--- src/rtl/bin2bcd_pkg.sv ---
`default_nettype none
// ============================================================================
//  Module      : bin2bcd_pkg
//  Description : Shared definitions for the sequential binary-to-BCD converter.
//                Contains the FSM state enum, the seven-segment patterns, the
//                blank pattern and the digit-count helper used by the
//                elaboration check.
//  Revision    : 1.0 - initial release
// ============================================================================
package bin2bcd_pkg;

   typedef enum logic [0:0] {
      ST_IDLE  = 1'b0,
      ST_SHIFT = 1'b1
   } state_e;

   // Active-low {g,f,e,d,c,b,a}; all segments off.
   localparam logic [6:0] SEG_BLANK = 7'b1111111;

   // Index n holds the active-low pattern for decimal digit n.
   localparam logic [9:0][6:0] SEG_PATTERN = {
      7'b0010000,   // 9
      7'b0000000,   // 8
      7'b1111000,   // 7
      7'b0000010,   // 6
      7'b0010010,   // 5
      7'b0011001,   // 4
      7'b0110000,   // 3
      7'b0100100,   // 2
      7'b1111001,   // 1
      7'b1000000    // 0
   };

   // Smallest digit count d such that 10^d > 2^width - 1.
   function automatic int min_digits(input int width);
      longint unsigned maxv;
      longint unsigned pow;
      int              d;
      maxv = (width >= 64) ? {64{1'b1}} : ((64'd1 << width) - 64'd1);
      pow  = 64'd10;
      d    = 1;
      while ((pow <= maxv) && (d < 19)) begin
         pow = pow * 64'd10;
         d   = d + 1;
      end
      // 10^19 is the largest power of ten that fits; one more digit covers the rest.
      if (pow <= maxv) begin
         d = d + 1;
      end
      return d;
   endfunction

endpackage
`default_nettype wire

--- src/rtl/bcd_seg7.sv ---
`default_nettype none
// ============================================================================
//  Module      : bcd_seg7
//  Description : Single-digit BCD to active-low seven-segment decoder.
//                Nibbles above 9 drive the blank pattern.
//  Ports       : bcd_i [3:0] - BCD digit
//                seg_o [6:0] - active-low segments {g,f,e,d,c,b,a}
//  Revision    : 1.0 - initial release
// ============================================================================
module bcd_seg7
   import bin2bcd_pkg::*;
(
   input  logic [3:0] bcd_i,
   output logic [6:0] seg_o
);

   always_comb begin
      seg_o = SEG_BLANK;
      if (bcd_i <= 4'd9) begin
         seg_o = SEG_PATTERN[bcd_i];
      end
   end

endmodule
`default_nettype wire

--- src/rtl/bin2bcd_seq.sv ---
`default_nettype none
// ============================================================================
//  Module      : bin2bcd_seq
//  Description : Sequential double-dabble binary-to-BCD converter, one input
//                bit per clock, with a start/busy/done handshake and a
//                per-digit seven-segment decode of the held result.
//  Config      : BIN2BCD_LZB_EN - when defined, digits above the most
//                significant non-zero digit are blanked (digit 0 never is).
//  Ports       : clk      - rising-edge clock
//                rst_n    - asynchronous active-low reset
//                start    - conversion request, sampled only when idle
//                data_in  - unsigned binary value [WIDTH-1:0]
//                busy     - high while converting
//                done     - one-cycle pulse when bcd_out updates
//                bcd_out  - packed BCD result, units in [3:0]
//                seg_out  - active-low segments per digit, units in [6:0]
//  Revision    : 1.0 - initial release
// ============================================================================
module bin2bcd_seq
   import bin2bcd_pkg::*;
#(
   parameter int WIDTH  = 8,
   parameter int DIGITS = 3
) (
   input  logic                clk,
   input  logic                rst_n,
   input  logic                start,
   input  logic [WIDTH-1:0]    data_in,
   output logic                busy,
   output logic                done,
   output logic [4*DIGITS-1:0] bcd_out,
   output logic [7*DIGITS-1:0] seg_out
);

   localparam int               CNT_W    = $clog2(WIDTH + 1);
   localparam logic [CNT_W-1:0] CNT_INIT = CNT_W'(WIDTH);
   localparam logic [CNT_W-1:0] CNT_ONE  = CNT_W'(1);

   if (DIGITS < min_digits(WIDTH)) begin : g_digit_check
      $error("bin2bcd_seq: DIGITS=%0d too small for WIDTH=%0d (need %0d)",
             DIGITS, WIDTH, min_digits(WIDTH));
   end

   state_e              state_q;
   logic                busy_q;
   logic                done_q;
   logic [4*DIGITS-1:0] bcd_q;
   logic [CNT_W-1:0]    cnt_q;
   logic [4*DIGITS-1:0] scratch_q;
   logic [WIDTH-1:0]    bin_q;

   logic [4*DIGITS-1:0] adj_d;
   logic [4*DIGITS-1:0] scratch_d;
   logic [WIDTH-1:0]    bin_d;
   logic [7*DIGITS-1:0] seg_raw_d;
   logic [DIGITS-1:0]   lit_d;

   // Add-3 correction per digit; no carry crosses digit boundaries.
   for (genvar gi = 0; gi < DIGITS; gi++) begin : g_adj
      assign adj_d[4*gi +: 4] = (scratch_q[4*gi +: 4] >= 4'd5) ?
                                (scratch_q[4*gi +: 4] + 4'd3) :
                                 scratch_q[4*gi +: 4];
   end

   // The top bit of the corrected scratch falls off the end of the shift.
   assign {scratch_d, bin_d} = {adj_d, bin_q} << 1;

   always_ff @(posedge clk or negedge rst_n) begin
      if (!rst_n) begin
         state_q   <= ST_IDLE;
         busy_q    <= 1'b0;
         done_q    <= 1'b0;
         bcd_q     <= '0;
         cnt_q     <= '0;
         scratch_q <= '0;
         bin_q     <= '0;
      end else begin
         done_q <= 1'b0;
         case (state_q)
            ST_IDLE: begin
               if (start) begin
                  bin_q     <= data_in;
                  scratch_q <= '0;
                  cnt_q     <= CNT_INIT;
                  busy_q    <= 1'b1;
                  state_q   <= ST_SHIFT;
               end
            end
            ST_SHIFT: begin
               scratch_q <= scratch_d;
               bin_q     <= bin_d;
               cnt_q     <= cnt_q - CNT_ONE;
               if (cnt_q == CNT_ONE) begin
                  bcd_q   <= scratch_d;
                  done_q  <= 1'b1;
                  busy_q  <= 1'b0;
                  state_q <= ST_IDLE;
               end
            end
            default: begin
               busy_q  <= 1'b0;
               state_q <= ST_IDLE;
            end
         endcase
      end
   end

   assign busy    = busy_q;
   assign done    = done_q;
   assign bcd_out = bcd_q;

   for (genvar gd = 0; gd < DIGITS; gd++) begin : g_seg
      bcd_seg7 u_seg (
         .bcd_i (bcd_q[4*gd +: 4]),
         .seg_o (seg_raw_d[7*gd +: 7])
      );
   end

`ifdef BIN2BCD_LZB_EN
   // A digit stays lit once any digit at or above it is non-zero; units always lit.
   always_comb begin
      logic seen;
      seen  = 1'b0;
      lit_d = '0;
      for (int i = DIGITS - 1; i >= 0; i--) begin
         seen     = seen | (bcd_q[4*i +: 4] != 4'd0);
         lit_d[i] = seen | (i == 0);
      end
   end
`else
   assign lit_d = '1;
`endif

   for (genvar go = 0; go < DIGITS; go++) begin : g_out
      assign seg_out[7*go +: 7] = lit_d[go] ? seg_raw_d[7*go +: 7] : SEG_BLANK;
   end

endmodule
`default_nettype wire

--- config.mk ---
export PLATFORM = sky130hd
export DESIGN_NAME = bin2bcd_seq
export DESIGN_NICKNAME = d
export VERILOG_FILES = /design/src/rtl/bin2bcd_pkg.sv /design/src/rtl/bcd_seg7.sv /design/src/rtl/bin2bcd_seq.sv
export SDC_FILE = /design/constraint.sdc
export NUM_CORES = 1
export LEC_CHECK = 0
export BUFFER_PORTS_ARGS = -buffer_cell sky130_fd_sc_hd__buf_2
export CORE_MARGIN = 3
export CORE_UTILIZATION = 50
export DETAILED_ROUTE_END_ITERATION = 6
export GPL_TIMING_DRIVEN = 0
export PLACE_DENSITY = 0.71
export SLEW_MARGIN = 40
export SYNTH_ARGS = -nofsm -noshare
export SYNTH_HDL_FRONTEND = slang
export SYNTH_SLANG_ARGS = --single-unit
--- constraint.sdc ---
create_clock -name clk -period 4.4 [get_ports clk]
set_input_delay 0.22 -clock clk [delete_from_list [all_inputs] [get_ports clk]]
set_output_delay 0.22 -clock clk [all_outputs]
set_load 0.01 [all_outputs]
Yosys cells after proc, flatten, opt, wreduce, memory -nomap -nowiden:

Memories as Yosys holds them, arrays and structs flattened.
Cells that the tools add are included.

* flip-flop bits (word level): 39
* ROM bits: 336
* input port bits: 11
* output and inout port bits: 35
* word-level logic and storage cells: 52
* memories kept: 3

* add/sub/neg operators: 4
* magnitude comparators: 9
* equal/unequal tests: 3
* muxes and demuxes: 23
* bitwise operators: 1
* reduce and logical (&&, ||, !) cells: 2

Memories
* (name not given): depth 16, bits a word 7, rd ports 1, clocked after memory_dff 0, write ports 0, line bcd_seg7.sv:20 `seg_o = SEG_PATTERN[bcd_i];`
* (name not given): depth 16, bits a word 7, rd ports 1, clocked after memory_dff 0, write ports 0, line bcd_seg7.sv:20
* (name not given): depth 16, bits a word 7, rd ports 1, clocked after memory_dff 0, write ports 0, line bcd_seg7.sv:20

Operators by type and width (count)
* $mux W7: 6
* $pmux W12 S2: 1
* $pmux W8 S2: 1
* $lt A4 B5 Y1 const B: 3
* $ge A4 B3 Y1 const B: 3
* $le A4 B4 Y1 const B: 3
* $mux W12: 1
* $mux W4: 3
* $add A4 B2 Y4 const B: 2
* $mux W8: 1
* $pmux W4 S2: 1
* $mux W1: 6
* $eq A4 B1 Y1 const B: 1
* $pmux W1 S2: 2
* $reduce_and A2 Y1: 2
* $sub A4 B1 Y4 const B: 1
* $add A3 B2 Y3 const B: 1
* $mux W3: 1
* $ne A2 B1 Y1 const B: 1
* $ne A2 B2 Y1 const B: 1
* $not A1 Y1: 1

Depth between registers and ports, before layout:

* word-level depth: 3
* mapped depth: 6
* depth with buffers taken out: 6

Cells and area by module:

A second synthesis with hierarchy kept.

* cells, all modules: 269
* area total of the unflattened synthesis: 2442.3 µm²

Modules (own cells, without submodules)
* bin2bcd_seq: times used 1, cells each 179, area an instance 1823.0 µm², seq. area each 975.9 µm²
* bcd_seg7: times used 3, cells each 30, area an instance 206.4 µm², seq. area each 0.0 µm²

Least setup slack after synthesis:

Ideal clock, no wire load.

* kind: register to output
* from: register bcd_q[5] (netlist: bcd_out[5])
* to: output seg_out[11]
* arrival time: 1.365 ns
* required time: 4.180 ns
* slack: 2.815 ns
* cell stages (with the launch flop): 6
* cell sequence: dfrtp_1 > inv_1 > ha_1 > nor3_1 > nor2_1 > a2bb2oi_1

* cells in the longest elaborated chain, start to end: 3
* elaborated cells between the ends (all ways): 4
* those cells by class: 1 x order compare; 2 x mux; 1 x memory

Ends and longest elaborated chain
* start, declared: line bin2bcd_seq.sv:47 `logic [4*DIGITS-1:0] bcd_q;`
* start signal, assigned: line bin2bcd_seq.sv:94 `bcd_q <= scratch_d;`
* $mem_v2 Z16 W7
* $mux W7 (implied by the code): line bcd_seg7.sv:20
* $mux W7 (*): line bcd_seg7.sv:19 `if (bcd_i <= 4'd9) begin`
* end, declared: line bin2bcd_seq.sv:32 `output logic [7*DIGITS-1:0] seg_out`

Mark *: on every way between the ends. The rest lies on a longest branch, timed or not. The select of a mux whose other input is x is not followed.

Final worst setup path:

* from: register bcd_q[9] (netlist: bcd_out[9])
* to: output seg_out[17]

Same word-level chain as after synthesis.

==> metrics.txt <==
Die Area=~5600 um2; CP Data Required Time=4.18 ns; crit path DAT=1.88 ns; DRT Pass-1 Iters=4; crit path kind=reg2out; sequential cell area fraction in the yosys report=about 40%; root buffer cell=clkbuf_8; layout cells sized above 1=20.1%; # resized after CTS=0; Mapped Nets=296; Area Overhead vs Synth=16.2%; I/O pin total=46; minimum hold slack=0.188 ns; Synth top area share=between 40% and 50%; Starting Density=between 50% and 60%; TritonCTS clock tree=done; pin count of the biggest net entering global routing=40; Slew Viols, Final=0; Fin Setup TNS=0 ns; fin crit share=47.7%; CTS max path bufs=2; # port buffers=between 40 and 50; Final nets=348; Peak Freq=476 MHz; leakage=roughly 1.4 nW; H-tree Lvls=2; CP Max Fanout=5; relative slew slack=65.5%; worst hold path type=in2reg; r2r startpoint=scratch_q[0]$_DFFE_PN0P_; setup violators final=0; status=completed; number of post-CTS setup repair buffers=0; crit end category=output pin; CP startpoint=bcd_out[9]$_DFFE_PN0P_; Max IR drop VDD=a little over 0.3 mV; worst skew pair latency=~0.28 ns; gr usage total=18.7%; post-synthesis instance area=2380 um2; Clock Sinks=39; Num CTS Buffers=5; vias per cell=5.24; total gr overflow=0; Hold Buf Count CTS=1; total routed wirelength=between 4000 and 5000 um; die height=75.0 um; library cells used by synthesis=31; commonest cells after routing, fill and taps aside=buf_2, dfrtp_1, a21oi_1, nand2_1, nor2_1; FP Rows=24; yosys warns=0; Worst Skew=between 0.004 and 0.005 ns; antenna violations before repair=0; Worst setup SP type=flip-flop; commonest non-fill, non-tap cell in the layout=buf_2; Mean Syn Cell Area=9.09 um2; Vias=1918; drc violations=0; placer congestion estimate=slightly above 0.8; Mapped Cells=262; CTS clk-pin slew, worst paths=roughly 0.070 ns; Core ar.=4470 um2; ANT cells=0; Synth area leaders=dfrtp_1, ha_1, a21oi_1; final hold viol count=0; Worst R2R Setup Slack=about 2.7 ns; R2R Path End=bcd_out[2]$_DFFE_PN0P_; Worst-Margin Slew=0.517 ns; Post-DP HPWL=around 3500 um; wire per inst=13.2 um; fin crit period=2.10 ns; Worst Reg-to-Reg Cells=6; Die X=75.0 um; first-pass GRT wire length=8200 um; Synth Register Bits=39; crit path to=seg_out[17]; antenna viol nets, final=0; Iter 0 DRT Violations=~100; Power Dens Cells=848 nW/um2; Max Cap Violations=0; RSZ-0062 raised after global routing=false; area leader, netlist=dfrtp_1; vias in the first global route=1734
layer usage:
metal	vias up	GRT usage, %	routed length [um]
met2	38	28.4	2230
li1	998	-	-
met1	880	27.9	2400
met5	-	0	0
met4	0	3.56	12
met3	2	3.60	190
how the worst min path moves through the flow:
stage	start	end	slack, ns	depth (start not counted)
after detailed placement	rst_n	bin_q[3]$_DFFE_PN0P_	0.22	1
after global routing	data_in[0]	bin_q[0]$_DFFE_PN0P_	0.22	3
after floorplan	rst_n	bcd_out[0]$_DFFE_PN0P_	-0.08	0
after CTS	data_in[0]	bin_q[0]$_DFFE_PN0P_	0.18	3
final	data_in[0]	bin_q[0]$_DFFE_PN0P_	0.19	3
after global placement	rst_n	bin_q[4]$_DFFE_PN0P_	0.38	1
cells in the mapped netlist:
cell type	n
dfrtp_1	39
a21oi_1	30
nand2_1	27
nor2_1	26
ha_1	23
inv_1	20
o21ai_0	19
mux2i_1	13
clkbuf_1	7
nor3b_1	7
o22ai_1	7
a21o_1	5
buf_2	5
nor3_1	5
mux2_4	4
nand2b_1	4
xnor2_1	3
a22oi_1	2
a2bb2oi_1	2
mux2_2	2
o22a_1	2
a211oi_1	1
a22o_1	1
a31oi_1	1
and3b_1	1
buf_6	1
clkinv_1	1
nor2b_1	1
o21bai_1	1
o31ai_1	1
or3_1	1
power breakdown:
group          leakage [nW]  total, W  internal (W)  switching (W)
registers             0.485  0.000673      0.000525       0.000148
logic                 0.861   0.00143      0.000625       0.000808
clock network        0.0470  0.000239      0.000123       0.000117
critical path, cell delays in order (launching register included):
cell and delay [ns]:
dfrtp_1 0.43, inv_1 0.14, ha_1 0.21, nor2_1 0.05
nor2_1 0.26, a2bb2oi_1 0.24, o21ai_0 0.11, buf_2 0.15
sequential cells by signal, summed over array words and instances (netlist names):
| signal | flops |
|---|---|
| state_q | 1 |
| cnt_q | 4 |
| busy | 1 |
| bcd_out | 12 |
| scratch_q | 12 |
| bin_q | 8 |
| done | 1 |
area by class of cell:
| cell class | count | area [um2] |
|---|---|---|
| clock buffers | 6 | 82.6 |
| fillers | 395 | 1710 |
| clock inverters | 1 | 5.00 |
| well taps | 52 | 65.1 |
| flip-flops and latches | 39 | 976 |
| inverters | 21 | 78.8 |
| multi-input cells | 189 | 1260 |
| repair buffers | 45 | 233 |
| plain buffers | 13 | 62.6 |
logic make-up (layout without fill, tap and decap cells):
| kind of cell | Yosys count | after routing | share of synthesized area [%] |
|---|---|---|---|
| AO/OA/AOI/OAI | 72 | 72 | 17.4 |
| AND/OR/NAND/NOR | 72 | 72 | 13.6 |
| flip-flops | 39 | 39 | 41.0 |
| buffers and inverters | 34 | 86 | 5.94 |
| adder cells (fa/ha/maj) | 23 | 23 | 12.1 |
| multiplexers | 19 | 19 | 8.93 |
| XOR/XNOR | 3 | 3 | 1.10 |
stage by stage:
step	utilization [%]	power (W)	setup WS, ns	cells	area [um2]
floorplan	-	0.00166	2.81	262	2380
global placement	59.6	0.00207	2.65	358	2670
detailed placement	59.6	0.00211	2.62	358	2670
CTS	61.8	0.00236	2.28	366	2770
global route	61.8	0.00260	2.15	366	2770
finish	61.8	0.00234	2.30	366	2770
No activity file was read; power rests on OpenSTA's default activity.
